$ cat src/rtl/sci_calc_seq.sv
// sci_calc_seq: multi-cycle unsigned calculator on an internal accumulator (ADD/SUB/MUL/DIV/SQR/CUBE/FACT/CLR).
// Latency: 1 edge for ADD/SUB/CLR/DIV-by-0/FACT n<=1, RW+1 for MUL/SQR/DIV, 2*RW+1 for CUBE, (n-1)*RW+1 for FACT.
// Backpressure: start is only honoured while busy=0; a start during an operation is dropped, never queued.
module sci_calc_seq #(
  parameter int W  = 8,
  parameter int RW = 16
) (
  input  logic          clk,
  input  logic          reset_n,
  input  logic          start,
  input  logic [2:0]    op,
  input  logic          chain,
  input  logic [W-1:0]  A,
  input  logic [W-1:0]  B,
  output logic          busy,
  output logic          done,
  output logic [RW-1:0] result,
  output logic          ovf,
  output logic          neg,
  output logic          dz
);

  localparam int CW = $clog2(RW);

  localparam logic [2:0] OP_ADD  = 3'd0;
  localparam logic [2:0] OP_SUB  = 3'd1;
  localparam logic [2:0] OP_MUL  = 3'd2;
  localparam logic [2:0] OP_DIV  = 3'd3;
  localparam logic [2:0] OP_SQR  = 3'd4;
  localparam logic [2:0] OP_CUBE = 3'd5;
  localparam logic [2:0] OP_FACT = 3'd6;

  typedef enum logic [1:0] {IDLE, MUL, DIV, DONE} state_t;

  state_t         state;
  logic [2:0]     op_q;
  logic [RW-1:0]  lft;        // latched left operand, reused as the CUBE second multiplier
  logic [CW-1:0]  cnt;        // bit index within the current MUL pass / DIV run
  logic           cube_2nd;   // CUBE is on its second pass
  logic [3:0]     fact_k;     // FACT multiplier of the current pass
  logic [3:0]     fact_n;

  // shift-add multiplier: running partial product with a full-width view for overflow
  logic [2*RW-1:0] mul_sh;
  logic [2*RW-1:0] mul_p;
  logic [RW-1:0]   mul_b;

  // restoring divider: remainder stays below the divisor so RW bits suffice
  logic [RW-1:0]  rem;
  logic [RW-1:0]  quo;
  logic [RW-1:0]  dvs;

  logic [RW-1:0]   l_in;
  logic [RW-1:0]   b_in;
  logic [RW:0]     sum_ext;
  logic [2*RW-1:0] mul_p_nxt;
  logic            mul_hi_nz;
  logic [RW:0]     rem_sh;
  logic [RW:0]     div_diff;
  logic [RW-1:0]   quo_nxt;
  logic [RW-1:0]   rem_nxt;
  logic            last;

  // operand selection and one iteration of the multiply / divide datapaths
  always_comb begin
    l_in      = chain ? result : {{(RW-W){1'b0}}, A};
    b_in      = {{(RW-W){1'b0}}, B};
    sum_ext   = {1'b0, l_in} + {1'b0, b_in};
    mul_p_nxt = mul_b[0] ? (mul_p + mul_sh) : mul_p;
    mul_hi_nz = |mul_p_nxt[2*RW-1:RW];
    rem_sh    = {rem, quo[RW-1]};
    div_diff  = rem_sh - {1'b0, dvs};
    // MSB of the difference is the borrow: remainder shifted in was below the divisor
    if (div_diff[RW]) begin
      rem_nxt = rem_sh[RW-1:0];
      quo_nxt = {quo[RW-2:0], 1'b0};
    end else begin
      rem_nxt = div_diff[RW-1:0];
      quo_nxt = {quo[RW-2:0], 1'b1};
    end
    last = (cnt == CW'(RW-1));
  end

  // control FSM with registered handshake outputs, accumulator and flags
  always_ff @(posedge clk) begin
    if (!reset_n) begin
      state    <= IDLE;
      busy     <= 1'b0;
      done     <= 1'b0;
      result   <= '0;
      ovf      <= 1'b0;
      neg      <= 1'b0;
      dz       <= 1'b0;
      op_q     <= '0;
      lft      <= '0;
      cnt      <= '0;
      cube_2nd <= 1'b0;
      fact_k   <= '0;
      fact_n   <= '0;
      mul_sh   <= '0;
      mul_p    <= '0;
      mul_b    <= '0;
      rem      <= '0;
      quo      <= '0;
      dvs      <= '0;
    end else begin
      case (state)
        IDLE: begin
          if (start) begin
            busy     <= 1'b1;
            ovf      <= 1'b0;
            neg      <= 1'b0;
            dz       <= 1'b0;
            op_q     <= op;
            lft      <= l_in;
            cnt      <= '0;
            cube_2nd <= 1'b0;
            mul_p    <= '0;
            case (op)
              OP_ADD: begin
                result <= sum_ext[RW-1:0];
                ovf    <= sum_ext[RW];
                state  <= DONE;
                done   <= 1'b1;
              end
              OP_SUB: begin
                result <= l_in - b_in;
                neg    <= (l_in < b_in);
                state  <= DONE;
                done   <= 1'b1;
              end
              OP_MUL: begin
                mul_sh <= {{RW{1'b0}}, l_in};
                mul_b  <= b_in;
                state  <= MUL;
              end
              OP_DIV: begin
                if (b_in == '0) begin
                  result <= '1;
                  dz     <= 1'b1;
                  state  <= DONE;
                  done   <= 1'b1;
                end else begin
                  rem   <= '0;
                  quo   <= l_in;
                  dvs   <= b_in;
                  state <= DIV;
                end
              end
              OP_SQR, OP_CUBE: begin
                mul_sh <= {{RW{1'b0}}, l_in};
                mul_b  <= l_in;
                state  <= MUL;
              end
              OP_FACT: begin
                if (l_in[3:0] <= 4'd1) begin
                  result <= {{(RW-1){1'b0}}, 1'b1};
                  state  <= DONE;
                  done   <= 1'b1;
                end else begin
                  // first pass forms 1*2, later passes multiply by 3..n
                  mul_sh <= {{(2*RW-1){1'b0}}, 1'b1};
                  mul_b  <= {{(RW-2){1'b0}}, 2'd2};
                  fact_k <= 4'd2;
                  fact_n <= l_in[3:0];
                  state  <= MUL;
                end
              end
              default: begin
                result <= '0;
                state  <= DONE;
                done   <= 1'b1;
              end
            endcase
          end
        end
        MUL: begin
          mul_p  <= mul_p_nxt;
          mul_sh <= mul_sh << 1;
          mul_b  <= mul_b >> 1;
          cnt    <= cnt + CW'(1);
          if (last) begin
            ovf   <= ovf | mul_hi_nz;
            cnt   <= '0;
            mul_p <= '0;
            if (op_q == OP_CUBE && !cube_2nd) begin
              cube_2nd <= 1'b1;
              mul_sh   <= {{RW{1'b0}}, mul_p_nxt[RW-1:0]};
              mul_b    <= lft;
            end else if (op_q == OP_FACT && fact_k != fact_n) begin
              fact_k <= fact_k + 4'd1;
              mul_sh <= {{RW{1'b0}}, mul_p_nxt[RW-1:0]};
              mul_b  <= {{(RW-4){1'b0}}, fact_k + 4'd1};
            end else begin
              result <= mul_p_nxt[RW-1:0];
              state  <= DONE;
              done   <= 1'b1;
            end
          end
        end
        DIV: begin
          rem <= rem_nxt;
          quo <= quo_nxt;
          cnt <= cnt + CW'(1);
          if (last) begin
            result <= quo_nxt;
            state  <= DONE;
            done   <= 1'b1;
          end
        end
        default: begin
          state <= IDLE;
          busy  <= 1'b0;
          done  <= 1'b0;
        end
      endcase
    end
  end

endmodule

$ cat config.mk
export PLATFORM = sky130hd
export DESIGN_NAME = sci_calc_seq
export DESIGN_NICKNAME = d
export VERILOG_FILES = /design/src/rtl/sci_calc_seq.sv
export SDC_FILE = /design/constraint.sdc
export NUM_CORES = 1
export LEC_CHECK = 0
export BUFFER_PORTS_ARGS = -buffer_cell sky130_fd_sc_hd__buf_2
export CORE_MARGIN = 5
export CORE_UTILIZATION = 34
export DETAILED_ROUTE_END_ITERATION = 16
export PLACE_DENSITY = 0.56
export SLEW_MARGIN = 25
export SYNTH_ARGS = -nofsm -noshare
export SYNTH_HDL_FRONTEND = slang
export SYNTH_SLANG_ARGS = --single-unit
$ cat constraint.sdc
create_clock -name clk -period 5.4 [get_ports clk]
set_clock_uncertainty 0.1 [all_clocks]
set_input_delay 0.54 -clock clk [delete_from_list [all_inputs] [get_ports clk]]
set_output_delay 0.54 -clock clk [all_outputs]
set_load 0.01 [all_outputs]
==> results.md, run 1 <==
* Status: finished, final reports clean
* Worst path max stage delay at 680 ps
* Worst slew pin tran at 913 ps
* Global route overflow at 0
* Row count at 68
* Yosys reg bits at 175
* CTS tree: done
* H-tree levels at 4
* Yosys top cell area share at 0.298
* RSZ-0062 raised after global routing: false
* DIE HEIGHT at 196 microns
* Clk pwr share at 0.256
* Post-synth ARST share at 0
* Clock-pin slew on the worst setup and hold paths at 70 ps
* Maxcap violations at 0
* # hold bufs at CTS at 0
* R2r worst-path depth at 14
* Wirelength per Cell at 18.5 microns
* Tcrit/Tclk final at 0.774
* Sequential area share after synthesis at 0.298
* Share of cells above drive strength 1 at 0.0826
* Vias at 11000
* Final Cell Area at 13000 sq um
* Critical path's slowest cell: nor3_1
* Initial core utilization at 0.342
* Worst r2r src: result[1]
* Placed cell area at 12400 sq um
* Max-slew violation count at 0
* Logic pwr share at 0.416
* DRT iter0 DRCs at 853
* Maximum vdd drop at 0.270 mV
* Critical path type: input port to register
* Crit path DAT at 4460 ps
* Initial antenna violation count at 0
* DRT Wirelength at 36500 microns
* Clk sinks at 175
* Max Freq at 239 MHz
* Max clock buf depth at 2
* Skew-Pair Late Insertion Delay at 450 ps
* I/O pins at 44
* Worst setup path startpoint: chain
* Input/output buffers at 43
* Post-Syn Area at 11800 sq um
* Hold Slack at 317 ps
* Cell internal pwr at 0.00287 W
* Tot GR Track Use at 0.188
* DPL Wire Length at 26000 microns
* Via density at 5.55
* Largest cells by area after synthesis: dfxtp_1, nand2_1, ha_1
* Die area at 38400 sq um
* Synth Instances at 1525
* Slew HR at 0.383
* Setup TNS at 0 ps
* Hold Violations, Final at 0
* Ys flop type: dfxtp_1
* CP endpoint kind: register
* Drt drc at 0
* Average cell area after synthesis at 7.72 sq um
* Chip Width at 196 microns
* First-pass GRT wire length at 58200 microns
* Final nets at 1601
* Post-route minimum period at 4180 ps
* Synth warn at 0
* Syn Nets at 1614
* Crit-path max FO at 24
* Pin count of the biggest net entering global routing at 68
* ANT cells at 0
* Antenna viol nets, final at 0
* Global placer's final weighted congestion at 0.915
* Switching Fraction at 0.425
* Yosys cell types at 76
* Area growth, synth to finish at 10.5%
* Flop pwr share at 0.328
* Clock root cell: clkbuf_16
* Core box area at 34400 sq um
* WP data required at 5680 ps
* Kind of start point of the critical path: input port
* EDFF count, synth at 0
* P per Cell Area at 384 nW/um^2
* Critical Path, Cell by Cell: buf_2 > buf_4 > mux2i_1 > inv_1 > ha_1 > nand2b_1 > a21oi_1 > o21ai_0 > a21oi_1 > o21ai_0 > a21o_1 > and2_1 > nor3_1 > o311ai_0 > a31oi_1
* Vias in the first global route at 10400
* CTS buffer count at 17
* Post-CTS setup buffer count at 0
* Final setup viols at 0
* CTS resizes at 0
* RR Endpoint: result[15]
* Leak at 5.33 nW
* First-pass DRT Iterations at 5
* Worst Setup EP: ovf
* Switching power total at 0.00212 W
* R2r setup slk at 1320 ps
* Worst Hold Class: input port to register
* Synth area leader: dfxtp_1
-- per-stage QoR --
step	power, W	cells	util	setup WS (ps)
6_report	0.00499	1980	0.378	1220
5_1_grt	0.00531	1980	0.378	800
4_1_cts	0.00498	1979	0.377	1290
3_5_place_dp	0.00369	1947	0.360	879
3_3_place_gp	0.00369	1947	0.360	967
2_1_floorplan	0.00304	1525	-	1420
-- worst max-delay path, delay by kind of cell --
kind / cells / cell delay (ps)
adder cells (fa/ha/maj): 1 / 380
AND/OR/NAND/NOR: 3 / 1110
buffers and inverters: 3 / 610
AO/OA/AOI/OAI: 7 / 1330
multiplexers: 1 / 470
-- cell type report --
type	instances	area, sq um
Sequential cell	175	3500
Fill cell	3598	21400
Multi-Input combinational cell	1196	7720
Clock buffer	20	447
Timing Repair Buffer	66	410
Tap cell	455	569
Clock inverter	12	135
Inverter	56	210
-- cell usage in the layout (no fill, tap or decap), types with 29 or more instances in the layout --
cell type,instances
nor2b_1,55
nor2_1,83
dfxtp_1,174
a21boi_0,30
mux2i_1,29
a22oi_1,30
ha_1,61
o21ai_0,150
and2_1,37
nand2_1,214
xnor2_1,32
buf_2,42
a21oi_1,103
xor2_1,33
inv_1,55
o211a_1,43
-- worst min path at each step --
stage,start,depth (start not counted),end
2_1_floorplan,quo[1],2,quo[1]
3_3_place_gp,quo[4],2,quo[4]
3_5_place_dp,busy,2,busy
4_1_cts,start,3,busy
5_1_grt,start,3,busy
6_report,start,3,busy
-- synth_stat cells (9+ instances only) --
| library cell | number |
|---|---|
| a21boi_0 | 30 |
| a21o_1 | 13 |
| a21oi_1 | 103 |
| a22oi_1 | 30 |
| a31oi_1 | 11 |
| and2_1 | 37 |
| clkbuf_1 | 86 |
| dfxtp_1 | 175 |
| ha_1 | 62 |
| inv_1 | 55 |
| mux2_2 | 9 |
| mux2i_1 | 29 |
| nand2_1 | 214 |
| nand2b_1 | 14 |
| nand3_1 | 23 |
| nand4_1 | 14 |
| nor2_1 | 85 |
| nor2b_1 | 55 |
| nor3_1 | 24 |
| o211a_1 | 43 |
| o211ai_1 | 25 |
| o21a_1 | 9 |
| o21ai_0 | 150 |
| o311ai_0 | 19 |
| xnor2_1 | 32 |
| xor2_1 | 34 |
-- state kept, by name, summed over array words and instances, names as in the netlist, 2 cells and up --
register	flops
mul_b	16
op_q	3
lft	16
rem	16
dvs	8
fact_n	4
mul_p	32
fact_k	4
quo	16
cnt	4
result	16
state	2
mul_sh	32
-- routing by layer --
layer | part of all wire | track usage | vias to the layer above
met5 | 0 | 0 | -
met4 | 0.024 | 0.0605 | 0
met2 | 0.44 | 0.290 | 295
met3 | 0.052 | 0.0323 | 47
li1 | - | - | 5450
met1 | 0.48 | 0.266 | 5206
-- power by group through the flow --
stage | Clock [W] | Sequential [W] | Combinational, W
5_1_grt | 0.00136 | 0.00166 | 0.00229
4_1_cts | 0.00130 | 0.00164 | 0.00204
3_3_place_gp | 0 | 0.00166 | 0.00202
3_5_place_dp | 0 | 0.00166 | 0.00203
2_1_floorplan | 0 | 0.00162 | 0.00142
6_report | 0.00128 | 0.00164 | 0.00208
-- kinds of logic after synthesis --
kind of cell | after synthesis | share of synthesized area
XOR/XNOR | 66 | 0.0491
adder cells (fa/ha/maj) | 66 | 0.0727
multiplexers | 38 | 0.0333
AND/OR/NAND/NOR | 519 | 0.213
AO/OA/AOI/OAI | 507 | 0.285
flip-flops | 175 | 0.298
buffers and inverters | 154 | 0.0496
No activity file was read; power rests on OpenSTA's default activity.
==> run 2: changes to the inputs <==
--- a/config.mk
+++ b/config.mk
@@ -9,7 +9,7 @@
 export CORE_MARGIN = 5
 export CORE_UTILIZATION = 34
 export DETAILED_ROUTE_END_ITERATION = 16
-export PLACE_DENSITY = 0.56
+export PLACE_DENSITY = 0.58
 export SLEW_MARGIN = 25
 export SYNTH_ARGS = -nofsm -noshare
 export SYNTH_HDL_FRONTEND = slang
==> constraint.sdc (replaced) <==
create_clock -name clk -period 3.8 [get_ports clk]
set_clock_uncertainty 0.1 [all_clocks]
set_input_delay 0.38 -clock clk [delete_from_list [all_inputs] [get_ports clk]]
set_output_delay 0.38 -clock clk [all_outputs]
set_load 0.01 [all_outputs]
==> results.md, run 2 (synthesized netlist as in run 1, its figures left out) <==
* Row count at 68 (unchanged)
* Most frequent cells in the layout: nand2_1, dfxtp_1, o21ai_0 (unchanged)
* Tcrit/Tclk final at 0.917
* Area growth, synth to finish at 11.6% (was 10.5%)
* Worst setup path startpoint: quo[15] (was chain)
* Critical path type: register to register (was input port to register)
* Max-slew violation count at 0 (unchanged)
* Worst r2r src: quo[15] (was result[1])
* Tot GR Track Use at 0.187 (was 0.188)
* M2 GR Usage at 0.294 (was 0.290)
* Crit-path max FO at 10 (was 24)
* Pin count of the biggest net entering global routing at 62 (was 68)
* H-tree levels at 4 (unchanged)
* Final Cell Area at 13100 sq um (was 13000 sq um)
* Initial core utilization at 0.342 (unchanged)
* First-pass DRT Iterations at 5 (unchanged)
* Initial antenna violation count at 0 (unchanged)
* Cell internal pwr at 0.00405 W (was 0.00287 W)
* DPL Wire Length at 26500 microns (was 26000 microns)
* GRT busiest layer: met2 (unchanged)
* Die area at 38400 sq um (unchanged)
* Slew HR at 0.307 (was 0.383)
* Switching Fraction at 0.430 (was 0.425)
* Reg area at 3500 sq um (unchanged)
* Drt drc at 0 (unchanged)
* DRT iter0 DRCs at 933 (was 853)
* Worst Hold Class: input port to register (unchanged)
* Kind of start point of the critical path: register (was input port)
* Core box area at 34400 sq um (unchanged)
* I/O pins at 44 (unchanged)
* Status: finished, final reports clean (unchanged)
* Post-route minimum period at 3490 ps
* Worst Min Path Start: op[0] (was start)
* DRT Wirelength at 36400 microns (was 36500 microns)
* Switching power total at 0.00305 W (was 0.00212 W)
* Largest registers: mul_p: 32 flops, mul_sh: 32 flops (unchanged)
* Clk pwr share at 0.243 (was 0.256)
* Input/output buffers at 43 (unchanged)
* DIE HEIGHT at 196 microns (unchanged)
* Share of cells above drive strength 1 at 0.0990 (was 0.0826)
* Global route overflow at 0 (unchanged)
* Commonest non-fill, non-tap cell in the layout: nand2_1 (unchanged)
* Grt met3 use at 0.0343 (was 0.0323)
* Final core occ at 0.382 (was 0.378)
* CTS tree: done (unchanged)
* Clk sinks at 175 (unchanged)
* Maximum vdd drop at 0.325 mV (was 0.270 mV)
* Max Freq at 287 MHz
* Crit path DAT at 3750 ps (was 4460 ps)
* Hold Violations, Final at 0 (unchanged)
* Chip Width at 196 microns (unchanged)
* Wirelength per Cell at 18.2 microns (was 18.5 microns)
* Logic pwr share at 0.428 (was 0.416)
* Final setup viols at 0 (unchanged)
* CTS buffer count at 17 (unchanged)
* CP endpoint kind: register (unchanged)
* Area occupied by multi-input gates at 7730 sq um (was 7720 sq um)
* Vias in the first global route at 10600 (was 10400)
* Maxcap violations at 0 (unchanged)
* WP data required at 4060 ps (was 5680 ps)
* Placed cell area at 12600 sq um (was 12400 sq um)
* Leak at 5.42 nW (was 5.33 nW)
* Global placer's final weighted congestion at 0.968 (was 0.915)
* P per Cell Area at 540 nW/um^2 (was 384 nW/um^2)
* Clock-pin slew on the worst setup and hold paths at 70 ps (about the same)
* Met1 usage at 0.260 (was 0.266)
* Max clock buf depth at 2 (unchanged)
* # hold bufs at CTS at 0 (unchanged)
* CTS resizes at 0 (unchanged)
* Antenna viol nets, final at 0 (unchanged)
* Post-CTS setup buffer count at 0 (unchanged)
* Clock root cell: clkbuf_16 (unchanged)
* Flop pwr share at 0.329 (was 0.328)
* Setup TNS at 0 ps (unchanged)
* Final nets at 1623 (was 1601)
* Filler cells at 3648 (was 3598)
* Via density at 5.57 (was 5.55)
* RSZ-0062 raised after global routing: false (unchanged)
* Skew-Pair Late Insertion Delay at 460 ps (was 450 ps)
* Worst slew pin tran at 1040 ps (was 913 ps)
* First-pass GRT wire length at 58600 microns (was 58200 microns)
* ANT cells at 0 (unchanged)
* Vias at 11100 (was 11000)
-- run 2: critical path, cell delays in order, from the launching register on --
cell	delay, ps
dfxtp_1	410
inv_1	60
ha_1	230
fa_1	380
nor2b_1	170
o21ai_0	120
a21boi_0	270
o21ai_0	160
a21boi_0	310
o21a_1	210
nor4_2	70
xor2_1	340
buf_4	250
nand2_1	80
o31a_1	100
o21ai_0	130
-- run 2: path summary, 6_finish.rpt --
check        slack, ps      end  depth (start not counted)
max                310   rem[6]                         15
min                150  op_q[0]                          3
max reg2reg        310   rem[6]                         15
min reg2reg        370   quo[4]                          2
-- run 2: layer usage --
metal / part of all wire / wire length [microns]
met3: 0.061 / 2220
met2: 0.44 / 16000
met1: 0.47 / 17100
met4: 0.031 / 1120
met5: 0 / 0
-- run 2: power groups by stage --
stage	combinational (W)	clock [W]	sequential, W
after floorplan	0.00201	0	0.00231
after global placement	0.00296	0	0.00236
after detailed placement	0.00298	0	0.00237
after CTS	0.00299	0.00177	0.00233
after global routing	0.00333	0.00185	0.00236
final	0.00303	0.00173	0.00234
-- run 2: stage by stage --
step           setup slack, ps  hold slack (ps)  power (W)  instances
6_report                   314              148    0.00710       2001
5_1_grt                   7.37              138    0.00754       2001
4_1_cts                    135              125    0.00709       2001
3_5_place_dp              42.9              357    0.00535       1970
3_3_place_gp               133              349    0.00533       1970
2_1_floorplan             40.0              341    0.00432       1525
-- run 2: layout make-up --
cell class,instances,share of cell area
tap,455,0.0433
inverter,56,0.0160
clock inverter,12,0.00781
multi-input combinational,1196,0.588
timing repair buffer,88,0.0432
clock buffer,19,0.0345
sequential,175,0.267
==> run 3: changes to the inputs <==
--- a/config.mk
+++ b/config.mk
@@ -10,6 +10,7 @@
 export CORE_UTILIZATION = 34
 export DETAILED_ROUTE_END_ITERATION = 16
 export PLACE_DENSITY = 0.58
+export SKIP_CTS_REPAIR_TIMING = 1
 export SLEW_MARGIN = 25
 export SYNTH_ARGS = -nofsm -noshare
 export SYNTH_HDL_FRONTEND = slang
==> constraint.sdc (replaced) <==
create_clock -name clk -period 3.8 [get_ports clk]
set_clock_uncertainty 0.1 [all_clocks]
set_input_delay 1.14 -clock clk [delete_from_list [all_inputs] [get_ports clk]]
set_output_delay 1.14 -clock clk [all_outputs]
set_load 0.01 [all_outputs]
==> results.md, run 3 (synthesized netlist as in run 1, its figures left out) <==
* First-pass GRT wire length at 60200 microns (was 58600 microns)
* CP endpoint kind: register (unchanged)
* Maximum vdd drop at 0.422 mV (was 0.325 mV)
* DRT Wirelength at 37500 microns (was 36400 microns)
* Largest registers: mul_p: 32 flops, mul_sh: 32 flops (unchanged)
* Vias at 11500 (was 11100)
* Die area at 38400 sq um (unchanged)
* Critical Path, Cell by Cell: ha_1 > a211o_1 > a2111o_1 > and3_1 > o21a_1 > a311o_2 > nand3_2 > o31ai_2 > xor2_1 > mux2_2 > nor3_4 > a31oi_1 (was inv_1 > ha_1 > fa_1 > nor2b_1 > o21ai_0 > a21boi_0 > o21ai_0 > a21boi_0 > o21a_1 > nor4_2 > xor2_1 > buf_4 > nand2_1 > o31a_1 > o21ai_0)
* CTS buffer count at 17 (unchanged)
* Share of cells above drive strength 1 at 0.144 (was 0.0990)
* Clock-pin slew on the worst setup and hold paths at 80 ps (was 70 ps)
* First-pass DRT Iterations at 5 (unchanged)
* Clock root cell: clkbuf_16 (unchanged)
* Final core occ at 0.403 (was 0.382)
* Max Freq at 273 MHz (was 287 MHz)
* Setup TNS at 0 ps (unchanged)
* Placed cells at 2028 (was 1970)
* DIE HEIGHT at 196 microns (unchanged)
* Skew-Pair Late Insertion Delay at 450 ps (was 460 ps)
* CTS tree: done (unchanged)
* P per Cell Area at 553 nW/um^2 (was 540 nW/um^2)
* I/O pins at 44 (unchanged)
* Drt drc at 0 (unchanged)
* Worst path top cell family by delay: compound AO/OA/AOI/OAI gates (unchanged)
* Final nets at 1682 (was 1623)
* Initial core utilization at 0.342 (unchanged)
* Area occupied by multi-input gates at 7860 sq um (was 7730 sq um)
* Global route overflow at 0 (unchanged)
* Row count at 68 (unchanged)
* DPL Wire Length at 27400 microns (was 26500 microns)
* Bufs and invs on worst path at 0 (was 2)
* Antenna viol nets, final at 0 (unchanged)
* Commonest non-fill, non-tap cell in the layout: nand2_1 (unchanged)
* Max-slew violation count at 0 (unchanged)
* DRT iter0 DRCs at 863 (was 933)
* Most frequent cells in the layout: nand2_1, dfxtp_1, o21ai_0 (unchanged)
* Tcrit/Tclk final at 0.962 (was 0.917)
* Pin count of the biggest net entering global routing at 86 (was 62)
* Post-route minimum period at 3660 ps (was 3490 ps)
* Clk sinks at 175 (unchanged)
* Input/output buffers at 43 (unchanged)
* Reg area at 3500 sq um (unchanged)
* Slew HR at 0.371 (was 0.307)
* Critical path type: register to register (unchanged)
* H-tree levels at 4 (unchanged)
* Number of standard cells in the final layout excluding fillers at 2061 (was 2001)
* Final setup viols at 0 (unchanged)
* Leak at 5.79 nW (was 5.42 nW)
* WP data required at 4010 ps (was 4060 ps)
* Kind of start point of the critical path: register (unchanged)
* Worst path max stage delay at 440 ps (was 410 ps)
* Core box area at 34400 sq um (unchanged)
* Chip Width at 196 microns (unchanged)
* Crit-path max FO at 4 (was 10)
* Tot GR Track Use at 0.192 (was 0.187)
* Worst Hold Class: register to register (was input port to register)
* Global placer's final weighted congestion at 0.957 (was 0.968)
* Worst slew pin tran at 944 ps (was 1040 ps)
* Initial antenna violation count at 0 (unchanged)
* Hold Violations, Final at 0 (unchanged)
* RSZ-0062 raised after global routing: false (unchanged)
* Area growth, synth to finish at 17.6% (was 11.6%)
* ANT cells at 0 (unchanged)
* Max clock buf depth at 2 (unchanged)
* Via density at 5.57 (about the same)
* Wirelength per Cell at 18.2 microns (about the same)
* Maxcap violations at 0 (unchanged)
* Post-route total power at 0.00766 W (was 0.00710 W)
* Critical path's slowest cell: a2111o_1 (was dfxtp_1)
* Filler cells at 3522 (was 3648)
* Status: finished, final reports clean (unchanged)
* Vias in the first global route at 11000 (was 10600)
* Crit path DAT at 3870 ps (was 3750 ps)
-- run 3: layer usage --
metal  global-route usage  share of wire  up-vias
li1                     -              -     5611
met1                0.269           0.47     5516
met2                0.304           0.45      295
met3               0.0337          0.055       54
met4               0.0582          0.023        0
met5                    0              0        -
-- run 3: path summary, 6_finish.rpt --
kind              startpoint      to  slack (ps)  cells after the start
setup / recovery   mul_sh[1]     ovf         140                     12
hold / removal        quo[1]  quo[1]         370                      2
setup reg to reg   mul_sh[1]     ovf         140                     12
hold reg to reg       quo[1]  quo[1]         370                      2
-- run 3: area by class of cell --
type	instances	area share
multi-input combinational	1196	0.568
sequential	175	0.253
timing repair buffer	147	0.0769
tap	455	0.0411
clock buffer	20	0.0330
inverter	56	0.0152
clock inverter	12	0.0124
-- run 3: report_power, final --
part	internal (W)	switching [W]	leakage, nW
sequential	0.00209	0.000268	1.42
clock	0.00109	0.000834	0.302
combinational	0.00134	0.00203	4.07
-- run 3: stage by stage --
step / setup slack [ps] / instance area [sq um] / hold WS, ps
floorplan: -89.0 / 11900 / 341
global placement: -319 / 13100 / 350
detailed placement: -456 / 13100 / 359
CTS: -51.6 / 13700 / 370
global route: 4.49 / 13800 / 393
finish: 143 / 13800 / 369
-- run 3: worst reg2reg max path, cell delays in order, from the launching register on --
cell and delay (ps):
dfxtp_1 430, ha_1 280, a211o_1 330, a2111o_1 440, and3_1 200, o21a_1 220
a311o_2 430, nand3_2 120, o31ai_2 70, xor2_1 140, mux2_2 310, nor3_4 320
a31oi_1 150
